===== config.mk =====
export PLATFORM = sky130hd
export DESIGN_NAME = gate_stream_unit
export DESIGN_NICKNAME = d
export VERILOG_FILES = /design/src/rtl/gate_stream_unit.sv
export SDC_FILE = /design/constraint.sdc
export NUM_CORES = 1
export LEC_CHECK = 0
export ABC_AREA = 1
export BUFFER_PORTS_ARGS = -buffer_cell sky130_fd_sc_hd__clkbuf_2
export CORE_AREA = 2 2 87 89
export DETAILED_ROUTE_END_ITERATION = 8
export DIE_AREA = 0 0 89 91
export PLACE_DENSITY = 0.71
export SETUP_SLACK_MARGIN = 0.3
export SYNTH_ARGS = -nofsm -noshare
export SYNTH_HDL_FRONTEND = slang
export SYNTH_SLANG_ARGS = --single-unit

===== constraint.sdc =====
create_clock -name clk -period 6.5 [get_ports clk]
set_input_delay 0.65 -clock clk [delete_from_list [all_inputs] [get_ports clk]]
set_output_delay 0.65 -clock clk [all_outputs]
set_load 0.05 [all_outputs]

===== src/rtl/gate_stream_unit.sv =====
// Streaming two-operand gate with valid/ready handshake and optional frame reduction.
// One registered result per accepted beat (per-beat mode) or per closed frame (accumulate mode).
module gate_stream_unit #(
   parameter int unsigned WIDTH = 8,
   parameter int unsigned CNT_W = 8
) (
   input  logic             clk,
   input  logic             rst,
   input  logic             in_valid,
   output logic             in_ready,
   input  logic [WIDTH-1:0] A,
   input  logic [WIDTH-1:0] B,
   input  logic [2:0]       op,
   input  logic             acc_en,
   input  logic             in_last,
   output logic [WIDTH-1:0] Q,
   output logic             out_valid,
   input  logic             out_ready,
   output logic             out_last,
   output logic [CNT_W-1:0] beat_count
);

   typedef enum logic {IDLE, ACCUM} state_e;

   localparam logic [CNT_W-1:0] CNT_ONE = CNT_W'(1);
   localparam logic [CNT_W-1:0] CNT_MAX = {CNT_W{1'b1}};

   state_e           state_q, state_d;
   logic [2:0]       frame_op_q, frame_op_d;
   logic [WIDTH-1:0] acc_q, acc_d;
   logic [CNT_W-1:0] cnt_q, cnt_d;
   logic [WIDTH-1:0] q_q, q_d;
   logic             out_valid_q, out_valid_d;
   logic             out_last_q, out_last_d;
   logic [CNT_W-1:0] beat_count_q, beat_count_d;

   logic             accept;
   logic [2:0]       eff_op;
   logic [WIDTH-1:0] beat_v;
   logic [WIDTH-1:0] fold_v;
   logic [CNT_W-1:0] cnt_inc;

   function automatic logic [WIDTH-1:0] gate_f(input logic [2:0] sel,
                                               input logic [WIDTH-1:0] a,
                                               input logic [WIDTH-1:0] b);
      case (sel)
         3'b000:  gate_f = a & b;
         3'b001:  gate_f = a | b;
         3'b010:  gate_f = a ^ b;
         3'b011:  gate_f = ~(a & b);
         3'b100:  gate_f = ~(a | b);
         3'b101:  gate_f = ~(a ^ b);
         3'b110:  gate_f = ~a;
         default: gate_f = a;
      endcase
   endfunction

   // Reduction pairs each gate with its underlying associative operator.
   function automatic logic [WIDTH-1:0] reduce_f(input logic [2:0] sel,
                                                 input logic [WIDTH-1:0] acc,
                                                 input logic [WIDTH-1:0] v);
      case (sel)
         3'b000, 3'b011: reduce_f = acc & v;
         3'b001, 3'b100: reduce_f = acc | v;
         3'b010, 3'b101: reduce_f = acc ^ v;
         default:        reduce_f = v;
      endcase
   endfunction

   assign in_ready = !(out_valid_q && !out_ready);
   assign accept   = in_valid && in_ready;
   assign eff_op   = (state_q == ACCUM) ? frame_op_q : op;
   assign beat_v   = gate_f(eff_op, A, B);
   assign fold_v   = reduce_f(eff_op, acc_q, beat_v);
   assign cnt_inc  = (cnt_q == CNT_MAX) ? cnt_q : cnt_q + CNT_ONE;

   always_ff @(posedge clk) begin
      if (rst) begin
         state_q      <= IDLE;
         frame_op_q   <= 3'b000;
         acc_q        <= '0;
         cnt_q        <= '0;
         q_q          <= '0;
         out_valid_q  <= 1'b0;
         out_last_q   <= 1'b0;
         beat_count_q <= '0;
      end else begin
         state_q      <= state_d;
         frame_op_q   <= frame_op_d;
         acc_q        <= acc_d;
         cnt_q        <= cnt_d;
         q_q          <= q_d;
         out_valid_q  <= out_valid_d;
         out_last_q   <= out_last_d;
         beat_count_q <= beat_count_d;
      end
   end

   always_comb begin
      state_d      = state_q;
      frame_op_d   = frame_op_q;
      acc_d        = acc_q;
      cnt_d        = cnt_q;
      q_d          = q_q;
      out_valid_d  = out_valid_q && !out_ready;
      out_last_d   = out_last_q;
      beat_count_d = beat_count_q;

      if (accept) begin
         case (state_q)
            IDLE: begin
               if (acc_en) begin
                  frame_op_d = op;
               end
               if (!acc_en || in_last) begin
                  q_d          = beat_v;
                  out_last_d   = in_last;
                  beat_count_d = CNT_ONE;
                  out_valid_d  = 1'b1;
               end else begin
                  acc_d   = beat_v;
                  cnt_d   = CNT_ONE;
                  state_d = ACCUM;
               end
            end
            default: begin
               if (!in_last) begin
                  acc_d = fold_v;
                  cnt_d = cnt_inc;
               end else begin
                  q_d          = fold_v;
                  beat_count_d = cnt_inc;
                  out_last_d   = 1'b1;
                  out_valid_d  = 1'b1;
                  state_d      = IDLE;
               end
            end
         endcase
      end
   end

   assign Q          = q_q;
   assign out_valid  = out_valid_q;
   assign out_last   = out_last_q;
   assign beat_count = beat_count_q;

endmodule

Yosys cells after proc, flatten, opt, wreduce, memory -nomap -nowiden

Cells that the tools add are included.

$add $sub $neg: 1
$mul: 0
Div/mod/pow operators: 0
$lt $le $gt $ge: 0
Eq/ne operators: 10
Shift operators: 0
Multiplexer cells: 26
Bitwise operators: 11
Reductions and logical operators: 14

Operator list:

| kind                                                | number |
|---|---|
| two-way mux 8 bit                                   | 13 |
| case mux 8 bit (7 select lines)                     | 1 |
| inverter 8 bit                                      | 4 |
| case mux 8 bit (3 select lines)                     | 1 |
| bitwise AND 8 bit                                   | 2 |
| bitwise OR 8 bit                                    | 2 |
| bitwise XOR 8 bit                                   | 2 |
| two-way mux 1 bit                                   | 10 |
| equality test 3 bit, second input constant          | 3 |
| AND reduction 3 bit                                 | 3 |
| adder 8 x 1 -> 8 bit, second input constant         | 1 |
| equality test 8 bit, second input constant          | 1 |
| equality test 3 x 2 -> 1 bit, second input constant | 2 |
| inequality test 2 bit, second input constant        | 3 |
| OR reduction 2 bit                                  | 3 |
| equality test 3 x 1 -> 1 bit, second input constant | 1 |
| logical NOT 1 bit                                   | 3 |
| logical NOT 3 bit                                   | 1 |
| two-way mux 3 bit                                   | 1 |
| logical AND 1 bit                                   | 2 |
| nonzero test 2 bit                                  | 1 |
| logical OR 1 bit                                    | 1 |
| inverter 1 bit                                      | 1 |

Flip-flop bits (word level): 38
Latch bits: 0
Bits in writable memories: 0
ROM bits: 0
Input port bits: 25
Output and inout port bits: 19
Word-level logic and storage cells: 70
Memories: 0

Longest topological paths before layout

Depth after elaboration: 7
Depth in mapped cells: 17
Depth with buffers taken out: 16

Least setup slack after synthesis

No wires, ideal clock.

Kind: input-to-reg
From: input op[2]
To: register acc_q[1]
Library setup time: 0.128 ns
Arrival time: 2.061 ns
Required time: 6.372 ns
Setup slack: 4.310 ns
Stages: 15
Buffers on the path: 2
Path through: nand2_2 > nand2_4 > inv_2 > buf_6 > buf_6 > nand4_1 > nand2_1 > nor2_1 > nand3_1 > inv_1 > ha_1 > a21oi_1 > o211ai_1 > nand2_1 > a21oi_1

Cells in the longest elaborated chain, start to end: 7
Elaborated cells on any way between the ends: 19
Those cells by class: eq/ne: 6; mux: 6; bitwise: 3; reduce/logical: 4

RTL lines:

| element                                           | line | RTL |
|---|---|---|
| start: declaration                                | 13   | `input logic [2:0] op,` |
| two-way mux 3 bit (*)                             | 72   | `assign eff_op = (state_q == ACCUM) ? frame_op_q : op;` |
| equality test 3 bit, or another cell as far along | 46   | `case (sel)` |
| case mux 8 bit (7 select lines)                   | 46   |  |
| bitwise XOR 8 bit, or another cell as far along   | 65   | `3'b010, 3'b101: reduce_f = acc ^ v;` |
| case mux 8 bit (3 select lines)                   | 62   | `case (sel)` |
| two-way mux 8 bit                                 | 127  | `if (!in_last) begin` |
| two-way mux 8 bit (*)                             | 110  | `case (state_q)` |
| end signal: assignment                            | 81   | `acc_q <= '0;` |
| end signal: assignment                            | 90   | `acc_q <= acc_d;` |
| end: declaration                                  | 30   | `logic [WIDTH-1:0] acc_q, acc_d;` |

Mark *: on every way between the ends. The rest lies on a longest branch, timed or not. The select of a mux whose other input is x is not followed.
A chain may end at the register's enable or synchronous reset.

Final worst setup path

From: register state_q
To: register q_q[6], in the netlist Q[6]

Cells in the longest elaborated chain, start to end: 7
Elaborated cells on any way between the ends: 22
Those cells by class: eq/ne: 7; mux: 6; bitwise: 3; reduce/logical: 6

RTL lines:

| element                                           | line | RTL |
|---|---|---|
| start: declaration                                | 28   | `state_e state_q, state_d;` |
| start signal: assignment                          | 88   | `state_q <= state_d;` |
| two-way mux 3 bit                                 | 72   |  |
| equality test 3 bit, or another cell as far along | 46   |  |
| case mux 8 bit (7 select lines)                   | 46   |  |
| bitwise XOR 8 bit, or another cell as far along   | 65   |  |
| case mux 8 bit (3 select lines)                   | 62   |  |
| two-way mux 8 bit                                 | 127  |  |
| two-way mux 8 bit                                 | 110  |  |
| end signal: assignment                            | 92   | `q_q <= q_d;` |
| end: declaration                                  | 32   | `logic [WIDTH-1:0] q_q, q_d;` |

Parallel ways exist; a longest one is shown, timed or not. The select of a mux whose other input is x is not followed.

==> results.sh <==
export IMPL_status="finished clean"
export IMPL_drtAntennaViolNets=0
export IMPL_finClkSkew_ns=0.00168
export IMPL_timing_final_crit_share_pct=50.5
export IMPL_drive_gt1_share_pct=13.2
export IMPL_rsz0062_at_grt="no"
export IMPL_dr_pass1_iters=4
export IMPL_ir_drop_uv=235
export IMPL_synth_edf_count=0
export IMPL_cp_arrival_ns=3.43
export IMPL_dp_hpwl_um=5690
export IMPL_io_pins=44
export IMPL_track_usage_pct=19.3
export IMPL_crit_path_max_fanout=20
export IMPL_final_nets=551
export IMPL_cp_required_ns=6.65
export IMPL_antenna_found_initial=0
export IMPL_cts_sinks=38
export IMPL_initial_core_util_pct=42.6
export IMPL_synthFlopType="dfxtp_1"
export IMPL_power_density_nw_per_um2=187
export IMPL_drc=0
export IMPL_grt_pass1_wl_um=12800
export IMPL_tightest_slew_ns=0.753
export IMPL_synthArstFlopShare_pct=0
export IMPL_clk_pin_slew_ns=0.07
export IMPL_gp_congestion=0.837
export IMPL_die_y_um=91
export IMPL_fin_ws_ns=3.22
export IMPL_slew_limit_headroom_pct=49.7
export IMPL_yosys_warnings=0
export IMPL_worstSetupPathType="reg -> reg"
export IMPL_maxCapViolCount=0
export IMPL_die_w_um=89
export IMPL_avgViaCountPerCell=5.17
export IMPL_p_leak_nw=1.69
export IMPL_cts_tree="built"
export IMPL_core_um2=7140
export IMPL_grt_max_degree=30
export IMPL_synth_area_um2=3040
export IMPL_post_dp_cell_area_um2=3270
export IMPL_tns_ns=0
export IMPL_die_area_um2=8100
export IMPL_design_area_um2=3340
export IMPL_port_buffer_count=43
export IMPL_ctsResizeCount=0
export IMPL_place_inst=585
export IMPL_syn_area_per_cell_um2=6.60
export IMPL_cts_buffers=5
export IMPL_overflow=0
export IMPL_syn_instance_count=461
export IMPL_grt_pass1_vias=2875
export IMPL_setup_viol=0
export IMPL_slew_violations=0
export IMPL_synth_cell_types=27
export IMPL_hold_class="reg -> reg"
export IMPL_clock_fmax_mhz=305
export IMPL_drtIter0Drc=156
export IMPL_holdBufCountCts=0
export IMPL_ys_ff_latch=38
export IMPL_clk_latency_ns=0.28
export IMPL_cts_root_buf="clkbuf_8"
export IMPL_htree_levels=2
export IMPL_final_cells=592
export IMPL_cts_max_path_buffers=2
export IMPL_vias=3062
export IMPL_wirelength_um=7740
export IMPL_fp_row_count=31
export IMPL_ys_seq_area_share_pct=25.0
export IMPL_min_period_ns=3.28
export IMPL_cp_end_kind="flop"
export IMPL_dpl_worst_slack_ns=3.22
export IMPL_routedWlPerCell_um=13.1
export IMPL_cts_setup_buffers=0
export IMPL_syn_num_nets=519
export IMPL_start_kind="flop"
export IMPL_antennaDiodeCount=0
export IMPL_areaGrowthSynthToFinish_pct=9.95
export IMPL_hold_violations=0
==> power by group <==
part / total [mW] / switching (mW) / leakage [nW] / internal [mW]
clock: 0.147 / 0.0732 / 0.0383 / 0.0738
combinational: 0.219 / 0.155 / 1.34 / 0.0636
sequential: 0.260 / 0.0123 / 0.311 / 0.248
total: 0.626 / 0.241 / 1.69 / 0.385
==> synthesized netlist by cell type, types with 4 or more instances <==
| library cell | count | area, µm² |
|---|---|---|
| a21oi_1 | 29 | 145 |
| buf_4 | 4 | 30.0 |
| buf_6 | 4 | 45.0 |
| clkbuf_1 | 6 | 22.5 |
| dfxtp_1 | 38 | 761 |
| ha_1 | 33 | 413 |
| inv_1 | 72 | 270 |
| nand2_1 | 96 | 360 |
| nand2_2 | 4 | 25.0 |
| nand2_4 | 6 | 67.6 |
| nand3_1 | 29 | 145 |
| nand4_1 | 39 | 244 |
| nor2_1 | 33 | 124 |
| o211ai_1 | 5 | 37.5 |
| o21ai_0 | 34 | 170 |
| o21ai_1 | 8 | 40.0 |
==> layout make-up <==
| class | count | area (µm²) |
|---|---|---|
| Fill cell | 794 | 3790 |
| Multi-Input combinational cell | 330 | 1880 |
| Sequential cell | 38 | 761 |
| Inverter | 74 | 278 |
| Timing Repair Buffer | 44 | 223 |
| Tap cell | 99 | 124 |
| Clock buffer | 7 | 76.3 |
==> layout by cell type, fill, tap and decap left out, drive strengths merged <==
cell    instances
or2             2
nand3          29
buf             1
nand2         106
o21ai          42
xor2            3
or3             1
inv            74
o211ai          5
clkbuf         50
ha             33
dfxtp          38
a211oi          1
nor3            3
a21oi          29
nor2           37
nand4          39
==> per-stage QoR <==
step	hold WS, ns	power, mW	utilization [%]
after floorplan	0.504	0.432	-
after global placement	0.445	0.477	45.8
after detailed placement	0.452	0.483	45.8
after CTS	0.463	0.633	46.9
after global routing	0.497	0.672	46.9
final	0.458	0.626	46.9
==> sequential cells by signal, indices dropped and copies added (netlist names) <==
name and cells:
cnt_q 8, Q 8, frame_op_q 3, out_valid 1, state_q 1, acc_q 8, beat_count 8, out_last 1
==> routing by layer <==
metal | track usage [%] | vias to the layer above | wire (µm)
met4 | 7.34 | 0 | 122
met5 | 0 | - | 0
met3 | 2.27 | 13 | 347
met2 | 30.5 | 82 | 3530
li1 | - | 1576 | -
met1 | 26.5 | 1391 | 3730
==> critical path: stages, from the launching register on <==
cell and delay (ns):
dfxtp_1 0.63, inv_2 0.19, nand2_1 0.10, nand2_1 0.44, nor2_2 0.59, nand2_4 0.17
nor2_1 0.13, nor2_1 0.07, nand3_1 0.10, inv_1 0.05, ha_1 0.26, a21oi_1 0.16
o211ai_1 0.11, nand2_1 0.11, o21ai_1 0.06
==> logic make-up (layout without fill, tap and decap cells) <==
logic type | after synthesis | after routing | synth area share (%)
compound gates | 77 | 77 | 13.2
fa+ha+maj | 33 | 33 | 13.6
buf+inv | 93 | 125 | 13.1
simple gates | 217 | 217 | 34.3
xor+xnor | 3 | 3 | 0.864
flops | 38 | 38 | 25.0
==> worst paths after layout <==
path,from,endpoint,slack [ns],cells past startpoint
max reg2reg,state_q,Q[6],3.22,14
min reg2reg,Q[4],Q[4],0.46,2
min,Q[4],Q[4],0.46,2
max,state_q,Q[6],3.22,14
Note: power is estimated with default switching activity, not from simulation.
